==> src/rtl/sprite_blitter.sv <==
// rtl/sprite_blitter.sv - sprite/screen pixel walker with mask, clipping and done pulse
module sprite_blitter #(
    parameter int X_W      = 9,
    parameter int Y_W      = 8,
    parameter int COLOR_W  = 3,
    parameter int SPR_W    = 4,
    parameter int SPR_H    = 4,
    parameter int SCREEN_W = 320,
    parameter int SCREEN_H = 240,
    parameter logic [COLOR_W-1:0]     FG_COLOR    = 3'b100,
    parameter logic [COLOR_W-1:0]     BG_COLOR    = 3'b011,
    parameter logic [COLOR_W-1:0]     CLEAR_COLOR = 3'b111,
    parameter logic [SPR_W*SPR_H-1:0] SPRITE_MASK = '1
) (
    input  logic               clock,
    input  logic               reset,
    input  logic               start,
    input  logic [1:0]         mode,
    input  logic [X_W-1:0]     x_in,
    input  logic [Y_W-1:0]     y_in,
    output logic               busy,
    output logic               done,
    output logic               plot,
    output logic [X_W-1:0]     x_out,
    output logic [Y_W-1:0]     y_out,
    output logic [COLOR_W-1:0] color_out
);

    localparam logic [1:0] MODE_DRAW  = 2'd0;
    localparam logic [1:0] MODE_ERASE = 2'd1;
    localparam logic [1:0] MODE_CLEAR = 2'd2;
    localparam logic [1:0] MODE_RSVD  = 2'd3;

    localparam int MASK_N = SPR_W * SPR_H;

    // Screen limits widened by one bit so the carry of x0+col takes part in the compare
    localparam logic [X_W:0] X_LIM = (X_W+1)'(SCREEN_W);
    localparam logic [Y_W:0] Y_LIM = (Y_W+1)'(SCREEN_H);

    typedef enum logic [1:0] {
        S_IDLE = 2'd0,
        S_RUN  = 2'd1,
        S_DONE = 2'd2
    } state_t;

    state_t state, state_nx;

    logic [X_W-1:0]     x0, x0_nx, col, col_nx;
    logic [Y_W-1:0]     y0, y0_nx, row, row_nx;
    logic [1:0]         mode_r, mode_nx;
    logic [COLOR_W-1:0] color_r, color_nx;

    logic               plot_nx, busy_nx, done_nx;
    logic [X_W-1:0]     x_out_nx;
    logic [Y_W-1:0]     y_out_nx;
    logic [COLOR_W-1:0] color_out_nx;

    logic [X_W-1:0]     w_m1;
    logic [Y_W-1:0]     h_m1;
    logic [X_W:0]       x_sum;
    logic [Y_W:0]       y_sum;
    logic [8:0]         mask_idx;
    logic               in_bounds;
    logic               opaque;

    // Box extent, pixel position and visibility of the pixel at (col,row)
    always_comb begin
        w_m1      = (mode_r == MODE_CLEAR) ? X_W'(SCREEN_W - 1) : X_W'(SPR_W - 1);
        h_m1      = (mode_r == MODE_CLEAR) ? Y_W'(SCREEN_H - 1) : Y_W'(SPR_H - 1);
        x_sum     = {1'b0, x0} + {1'b0, col};
        y_sum     = {1'b0, y0} + {1'b0, row};
        in_bounds = (x_sum < X_LIM) && (y_sum < Y_LIM);
        // Only the low 4 bits matter: the mask is consulted in draw mode, where col/row < 16
        mask_idx  = 9'(row[3:0]) * 9'(SPR_W) + 9'(col[3:0]);
        opaque    = (mode_r != MODE_DRAW) ||
                    (|(SPRITE_MASK & (MASK_N'(1) << mask_idx)));
    end

    // State register
    always_ff @(posedge clock) begin
        if (reset) begin
            state <= S_IDLE;
        end else begin
            state <= state_nx;
        end
    end

    // Next state, walk counters and next registered pixel outputs
    always_comb begin
        state_nx     = state;
        x0_nx        = x0;
        y0_nx        = y0;
        mode_nx      = mode_r;
        color_nx     = color_r;
        col_nx       = col;
        row_nx       = row;
        plot_nx      = 1'b0;
        x_out_nx     = x_out;
        y_out_nx     = y_out;
        color_out_nx = color_out;

        case (state)
            S_IDLE: begin
                if (start && (mode != MODE_RSVD)) begin
                    x0_nx    = (mode == MODE_CLEAR) ? '0 : x_in;
                    y0_nx    = (mode == MODE_CLEAR) ? '0 : y_in;
                    mode_nx  = mode;
                    color_nx = (mode == MODE_DRAW)  ? FG_COLOR :
                               (mode == MODE_ERASE) ? BG_COLOR : CLEAR_COLOR;
                    col_nx   = '0;
                    row_nx   = '0;
                    state_nx = S_RUN;
                end
            end
            S_RUN: begin
                x_out_nx     = x_sum[X_W-1:0];
                y_out_nx     = y_sum[Y_W-1:0];
                color_out_nx = color_r;
                plot_nx      = in_bounds && opaque;
                if (col == w_m1) begin
                    col_nx = '0;
                    if (row == h_m1) begin
                        state_nx = S_DONE;
                    end else begin
                        row_nx = row + 1'b1;
                    end
                end else begin
                    col_nx = col + 1'b1;
                end
            end
            S_DONE: begin
                state_nx = S_IDLE;
            end
            default: begin
                state_nx = S_IDLE;
            end
        endcase

        busy_nx = (state_nx != S_IDLE);
        done_nx = (state_nx == S_DONE);
    end

    // Latched request, walk counters and registered VGA-side outputs
    always_ff @(posedge clock) begin
        if (reset) begin
            x0        <= '0;
            y0        <= '0;
            mode_r    <= '0;
            color_r   <= '0;
            col       <= '0;
            row       <= '0;
            plot      <= 1'b0;
            busy      <= 1'b0;
            done      <= 1'b0;
            x_out     <= '0;
            y_out     <= '0;
            color_out <= '0;
        end else begin
            x0        <= x0_nx;
            y0        <= y0_nx;
            mode_r    <= mode_nx;
            color_r   <= color_nx;
            col       <= col_nx;
            row       <= row_nx;
            plot      <= plot_nx;
            busy      <= busy_nx;
            done      <= done_nx;
            x_out     <= x_out_nx;
            y_out     <= y_out_nx;
            color_out <= color_out_nx;
        end
    end

endmodule

==> config.mk <==
export PLATFORM = sky130hd
export DESIGN_NAME = sprite_blitter
export DESIGN_NICKNAME = d
export VERILOG_FILES = /design/src/rtl/sprite_blitter.sv
export SDC_FILE = /design/constraint.sdc
export NUM_CORES = 1
export LEC_CHECK = 0
export BUFFER_PORTS_ARGS = -buffer_cell sky130_fd_sc_hd__buf_4
export CAP_MARGIN = 0
export CORE_ASPECT_RATIO = 1.5
export CORE_MARGIN = 2
export CORE_UTILIZATION = 38
export DETAILED_ROUTE_END_ITERATION = 16
export GPL_ROUTABILITY_DRIVEN = 0
export REMOVE_ABC_BUFFERS = 1
export SLEW_MARGIN = 20
export SYNTH_ARGS = -nofsm -noshare
export SYNTH_HDL_FRONTEND = slang
export SYNTH_SLANG_ARGS = --single-unit
==> constraint.sdc <==
create_clock -name clock -period 6.45 [get_ports clock]
set_input_delay 0.9675 -clock clock [delete_from_list [all_inputs] [get_ports clock]]
set_output_delay 0.9675 -clock clock [all_outputs]
set_load 0.01 [all_outputs]
### Word level (Yosys, flattened, before mapping)

Index checks and enable logic that the tools add are counted.

| word-level totals | value |
|---|---|
| bits in registers | 64 |
| input bits | 22 |

| cells by class | value |
|---|---|
| $add $sub $neg | 5 |
| mux-type cells | 17 |
| eq/ne operators | 11 |
| $lt $le $gt $ge | 2 |
| bitwise logic cells | 1 |
| reductions and logical operators | 14 |
| shifts and indexed selects | 1 |

Operator list:

| operator | count |
|---|---|
| two-way mux 8 bit | 5 |
| two-way mux 9 bit | 4 |
| case mux 9 bit (2 select lines) | 1 |
| case mux 8 bit (2 select lines) | 1 |
| OR reduction 16 bit | 1 |
| << shifter 1 x 7 -> 16 bit, first input constant | 1 |
| adder 9 x 9 -> 10 bit | 1 |
| less-than comparator 10 x 9 -> 1 bit, second input constant | 1 |
| adder 8 x 8 -> 9 bit | 1 |
| adder 9 x 1 -> 9 bit, second input constant | 1 |
| equality test 9 bit | 1 |
| less-than comparator 9 x 8 -> 1 bit, second input constant | 1 |
| adder 8 x 1 -> 8 bit, second input constant | 1 |
| equality test 8 bit | 1 |
| != test 2 bit, second input constant | 4 |
| adder 6 x 4 -> 7 bit | 1 |
| equality test 2 bit, second input constant | 3 |
| two-way mux 2 bit | 3 |
| two-way mux 3 bit | 2 |
| nonzero test 2 bit | 3 |
| equality test 2 x 1 -> 1 bit, second input constant | 2 |
| zero test 2 bit | 2 |
| case mux 2 bit (2 select lines) | 1 |
| AND reduction 2 bit | 2 |
| other kinds (5) | 7 |

### Logic depth before layout (Yosys ltp)

| logic depth | value |
|---|---|
| depth in word-level cells | 7 |
| gate-level depth with buffers | 9 |
| depth with buffers taken out | 9 |

### Least setup slack after synthesis

Ideal clock, no wire load.

| timing path | value |
|---|---|
| kind | input-to-reg |
| start point | input port start |
| end point | register row[6] |
| path buffers | 1 |
| stages | 7 |
| library setup time | 0.119 ns |
| data arrival time | 2.199 ns |
| slack | 4.132 ns |
| data required time | 6.331 ns |
| cell sequence | a21boi_0 nor2_1 or2_2 clkbuf_1 a2111oi_2 xnor2_1 nor2_1 |

| between the ends | value |
|---|---|
| cells in the longest elaborated chain, start to end | 3 |

RTL lines:

| what | RTL line | text |
|---|---|---|
| from (decl) | 17 | `input logic start,` |
| logical AND 1 bit | 104 | `if (start && (mode != MODE_RSVD)) begin` |
| != test 2 bit (no line) | - |  |
| AND reduction 4 bit (no line) | - |  |
| to (signal assigned) | 164 | `row <= row_nx;` |
| to (decl) | 49 | `logic [Y_W-1:0] y0, y0_nx, row, row_nx;` |

No other way between the ends.
A chain may end at the register's enable or synchronous reset.

### Final worst setup path

| timing path | value |
|---|---|
| start point | register col[0] |
| end point | register plot |

| between the ends | value |
|---|---|
| cells in the longest elaborated chain, start to end | 5 |
| elaborated cells on any way between the ends | 8 |
| classes of those cells | 2 x add/sub; 1 x order compare; 1 x shift; 4 x reduce/logical |

RTL lines:

| what | RTL line | text |
|---|---|---|
| from (decl) | 48 | `logic [X_W-1:0] x0, x0_nx, col, col_nx;` |
| from (signal assigned) | 163 | `col <= col_nx;` |
| parallel branches: the longest is 4 deep, another holds adder 9 x 9 -> 10 bit | - |  |
| logical AND 1 bit * | 119 | `plot_nx = in_bounds && opaque;` |
| to (signal assigned) | 165 | `plot <= plot_nx;` |
| to (decl) | 23 | `output logic plot,` |

Mark *: on every way between the ends.

==> metrics.txt <==
# TYPE chip_impl_metric gauge
chip_impl_info{name="status",value="complete, no violations"} 1
chip_impl_metric{name="sequentialPowerShare",unit="%"} 42.7
chip_impl_metric{name="synth-seq-area-share",unit="%"} 38.0
chip_impl_metric{name="cap_violations",unit=""} 0
chip_impl_info{name="dominantRegCellSynth",value="sky130_fd_sc_hd__dfxtp_1"} 1
chip_impl_metric{name="cts_htree_levels",unit=""} 3
chip_impl_metric{name="worst_ir_drop_on_vdd",unit="uV"} 150
chip_impl_metric{name="floorplan.io_pins",unit=""} 45
chip_impl_metric{name="power.internal",unit="mW"} 0.725
chip_impl_metric{name="io_buffer_count",unit=""} 44
chip_impl_metric{name="antenna_violations_before_repair",unit=""} 0
chip_impl_metric{name="synthXorXnorAreaFrac",unit="%"} 3.22
chip_impl_metric{name="ys_seq_elements",unit=""} 62
chip_impl_metric{name="post-place-cells",unit=""} 508
chip_impl_metric{name="placeableCoreArea",unit="um^2"} 8360
chip_impl_metric{name="cts.repair_timing.setup_buffer_count",unit=""} 0
chip_impl_info{name="setup.worst_path.start",value="col[0]$_SDFFE_PP0P_"} 1
chip_impl_metric{name="die_w",unit="um"} 79.7
chip_impl_metric{name="design.die.area",unit="um^2"} 9360
chip_impl_metric{name="switching_share",unit="%"} 23.5
chip_impl_metric{name="power.net_switching",unit="mW"} 0.223
chip_impl_metric{name="antenna-diode-count",unit=""} 0
chip_impl_metric{name="insertion_delay",unit="ns"} 0.33
chip_impl_metric{name="number_of_remaining_drc_errors",unit=""} 0
chip_impl_metric{name="avgSynthCellArea",unit="um^2"} 8.75
chip_impl_metric{name="cellPowerDensity",unit="nW/um^2"} 239
chip_impl_metric{name="dr_total_vias",unit=""} 2864
chip_impl_metric{name="first_global_vias",unit=""} 2796
chip_impl_info{name="crit_type",value="reg2reg"} 1
chip_impl_metric{name="post_drt_wl_per_cell",unit="um"} 15.2
chip_impl_metric{name="layout_min_cycle_time",unit="ns"} 2.59
chip_impl_metric{name="grt_pass1_wl",unit="um"} 13300
chip_impl_metric{name="drt-total-wl",unit="um"} 7980
chip_impl_metric{name="share_clk_of_total_power",unit="%"} 48.0
chip_impl_info{name="setup.worst_path.end_class",value="register"} 1
chip_impl_metric{name="grt_start_max_net_pins",unit=""} 37
chip_impl_metric{name="worst_clock_skew",unit="ns"} 0.00504
chip_impl_metric{name="report.final.slew_viol_count",unit=""} 0
chip_impl_metric{name="placementRows",unit=""} 41
chip_impl_metric{name="regToRegSetupSlack",unit="ns"} 3.86
chip_impl_metric{name="syn-cell-area",unit="um^2"} 3260
chip_impl_metric{name="hold_buffers",unit=""} 0
chip_impl_metric{name="synth_simple_gate_area_share",unit="%"} 20.3
chip_impl_metric{name="groute.usage.overall",unit="%"} 18.4
chip_impl_metric{name="synth-async-reset-ratio",unit="%"} 0
chip_impl_info{name="min_path_type",value="reg2reg"} 1
chip_impl_metric{name="synth_cell_type_count",unit=""} 56
chip_impl_metric{name="synth.yosys.warnings",unit=""} 0
chip_impl_metric{name="post_route_cells_drive_above_1_share",unit="%"} 18.2
chip_impl_metric{name="synthesis.instances",unit=""} 373
chip_impl_metric{name="antenna_left",unit=""} 0
chip_impl_metric{name="cp_data_arrival_time",unit="ns"} 2.83
chip_impl_metric{name="dr.first_iter.drc_count",unit=""} 99
chip_impl_info{name="main_combinational_cell_family_by_area_after_synthesis",value="compound AO/OA/AOI/OAI gates"} 1
chip_impl_metric{name="synth_edf_count",unit=""} 0
chip_impl_info{name="crit_path_start_kind",value="register"} 1
chip_impl_metric{name="drt_pass1_iterations",unit=""} 4
chip_impl_metric{name="final_net_count",unit=""} 458
chip_impl_metric{name="tightestPinTransition",unit="ns"} 0.749
chip_impl_info{name="rsz0062_at_grt",value="false"} 1
chip_impl_metric{name="fin_crit_sh",unit="%"} 40.2
chip_impl_metric{name="postLayoutCoreUtil",unit="%"} 47.4
chip_impl_metric{name="post_synth_fa_ha_maj_area_fraction",unit="%"} 9.89
chip_impl_metric{name="timing.setup.tns",unit="ns"} 0
chip_impl_metric{name="nFillCells",unit=""} 827
chip_impl_info{name="hold_start",value="x_out[4]$_SDFFE_PP0P_"} 1
chip_impl_metric{name="die_y",unit="um"} 118
chip_impl_metric{name="grt_remaining_overflow",unit=""} 0
chip_impl_metric{name="cts.sink_count",unit=""} 62
chip_impl_metric{name="clk_path_buf_depth",unit=""} 2
chip_impl_metric{name="timing.critical_path.fanout_max",unit=""} 5
chip_impl_metric{name="numCtsBuffers",unit=""} 9
chip_impl_metric{name="critical_path_rt",unit="ns"} 6.69
chip_impl_metric{name="hpwlAfterDp",unit="um"} 5560
chip_impl_info{name="root_buffer",value="sky130_fd_sc_hd__clkbuf_16"} 1
chip_impl_metric{name="clkTransAtPathRegs",unit="ns"} 0.05
chip_impl_metric{name="drt-vias-per-instance",unit=""} 5.47
chip_impl_metric{name="setup_viol_count_final",unit=""} 0
chip_impl_metric{name="final-hold-violation-count",unit=""} 0
chip_impl_info{name="rr_startpoint",value="col[0]$_SDFFE_PP0P_"} 1
chip_impl_metric{name="synth-compound-area-share",unit="%"} 25.3
chip_impl_metric{name="p_leak",unit="nW"} 1.65
chip_impl_metric{name="share_comb_of_total_power",unit="%"} 9.3
chip_impl_metric{name="finalNonFillerCells",unit=""} 524
chip_impl_info{name="tritoncts",value="built"} 1
chip_impl_metric{name="slew-limit-headroom",unit="%"} 50.1
chip_impl_metric{name="post_cts.resized_instances",unit=""} 0
chip_impl_metric{name="fmax",unit="GHz"} 0.386
chip_impl_metric{name="synth_mux_area_share",unit="%"} 0.307
chip_impl_metric{name="initial_core_util",unit="%"} 39.0
chip_impl_metric{name="flow.area_growth_from_synthesis",unit="%"} 21.3
[synth_stat cells, drive strengths merged (6+ instances only)]
library cell | number | area, um^2
nand3 | 12 | 60.1
inv | 6 | 22.5
nor3 | 14 | 75.1
dfxtp | 62 | 1240
nor2 | 30 | 113
or3 | 6 | 42.5
and3 | 6 | 38.8
clkbuf | 15 | 56.3
o211ai | 7 | 71.3
nand2 | 42 | 158
a22o | 17 | 149
ha | 21 | 263
o21ai | 19 | 95.1
xnor2 | 10 | 87.6
a211oi | 9 | 67.6
a21oi | 35 | 175
[per-layer routing]
layer	GRT usage [%]	share of wire [%]	up-vias
met4	7.76	1.7	0
met5	0	0	-
met3	5.44	3.3	10
met2	30.4	52	40
met1	21.9	43	1370
li1	-	-	1444
[flip-flops by register name, summed over array words and instances, names as in the netlist]
signal,count
col,9
x0,9
x_out,9
row,8
y0,8
y_out,8
color_out,2
color_r,2
mode_r,2
state,2
busy,1
done,1
plot,1
[cell type report]
type                       count  area (um^2)  area share (%)
inverter                       6         22.5           0.569
sequential                    62         1240            31.3
multi-input combinational    286         1930            48.7
timing repair buffer          47          353            8.91
tap                          107          134            3.38
clock buffer                  16          282            7.11
[through the flow]
step | power, mW | setup WS, ns | hold WS (ns) | cell area (um^2)
after global routing | 0.984 | 3.60 | 0.474 | 3960
after floorplan | 0.460 | 4.12 | 0.426 | 3190
after detailed placement | 0.501 | 3.82 | 0.448 | 3680
after CTS | 0.959 | 3.86 | 0.455 | 3960
final | 0.948 | 3.86 | 0.450 | 3960
after global placement | 0.500 | 3.86 | 0.441 | 3680
[cell families (layout without fill, tap and decap cells)]
family                     after synthesis  in the layout
buffers and inverters                   25             69
and+or+nand+nor                        133            133
AOI/OAI and AO/OA                      116            116
xor gates and xnor gates                12             12
DFF                                     62             62
adders and majority gates               24             24
muxes                                    1              1
[layout by cell type, fill, tap and decap left out, types with 2 or more instances in the layout]
cell type	Yosys	final
sky130_fd_sc_hd__clkbuf_8	0	3
sky130_fd_sc_hd__a22o_1	17	17
sky130_fd_sc_hd__a211o_1	2	2
sky130_fd_sc_hd__or3_1	5	5
sky130_fd_sc_hd__a31oi_1	2	2
sky130_fd_sc_hd__clkbuf_16	0	9
sky130_fd_sc_hd__and2_1	3	3
sky130_fd_sc_hd__o211ai_1	5	5
sky130_fd_sc_hd__a41o_1	2	2
sky130_fd_sc_hd__nand2_1	42	42
sky130_fd_sc_hd__ha_1	21	21
sky130_fd_sc_hd__o21bai_1	3	3
sky130_fd_sc_hd__clkbuf_1	15	4
sky130_fd_sc_hd__or4_2	2	2
sky130_fd_sc_hd__or2_2	4	4
sky130_fd_sc_hd__fa_1	3	3
sky130_fd_sc_hd__nand3b_1	4	4
sky130_fd_sc_hd__and3_1	5	5
sky130_fd_sc_hd__o21a_1	2	2
sky130_fd_sc_hd__xor2_1	2	2
sky130_fd_sc_hd__nor3_1	13	13
sky130_fd_sc_hd__o21ai_0	19	19
sky130_fd_sc_hd__xnor2_1	10	10
sky130_fd_sc_hd__a21o_1	5	5
sky130_fd_sc_hd__nand3_1	12	12
sky130_fd_sc_hd__dfxtp_1	62	62
sky130_fd_sc_hd__buf_4	1	47
sky130_fd_sc_hd__nand2b_1	3	3
sky130_fd_sc_hd__nor2_1	30	30
sky130_fd_sc_hd__inv_1	6	6
sky130_fd_sc_hd__a21oi_1	35	35
sky130_fd_sc_hd__a211oi_1	9	9
[worst paths after layout]
kind	cells past startpoint	to
worst max-delay path	8	plot$_SDFF_PP0_
worst min-delay path	2	x_out[4]$_SDFFE_PP0P_
worst max register to register	8	plot$_SDFF_PP0_
worst min register to register	2	x_out[4]$_SDFFE_PP0P_
[critical path, stage by stage, from the launching register on]
cell and delay [ns]:
sky130_fd_sc_hd__dfxtp_1 0.35, sky130_fd_sc_hd__ha_1 0.24, sky130_fd_sc_hd__fa_1 0.44, sky130_fd_sc_hd__a211oi_1 0.41, sky130_fd_sc_hd__o21bai_1 0.19, sky130_fd_sc_hd__a21oi_1 0.27
sky130_fd_sc_hd__xor2_1 0.22, sky130_fd_sc_hd__a311oi_1 0.12, sky130_fd_sc_hd__a221oi_1 0.26
[power by group through the flow]
stage | Sequential, mW | Combinational (mW) | Clock, mW
global route | 0.406 | 0.0977 | 0.480
detailed placement | 0.413 | 0.0885 | 0
floorplan | 0.413 | 0.0473 | 0
finish | 0.405 | 0.0880 | 0.455
CTS | 0.405 | 0.0890 | 0.465
global placement | 0.412 | 0.0876 | 0
Note: power is estimated with default switching activity, not from simulation.
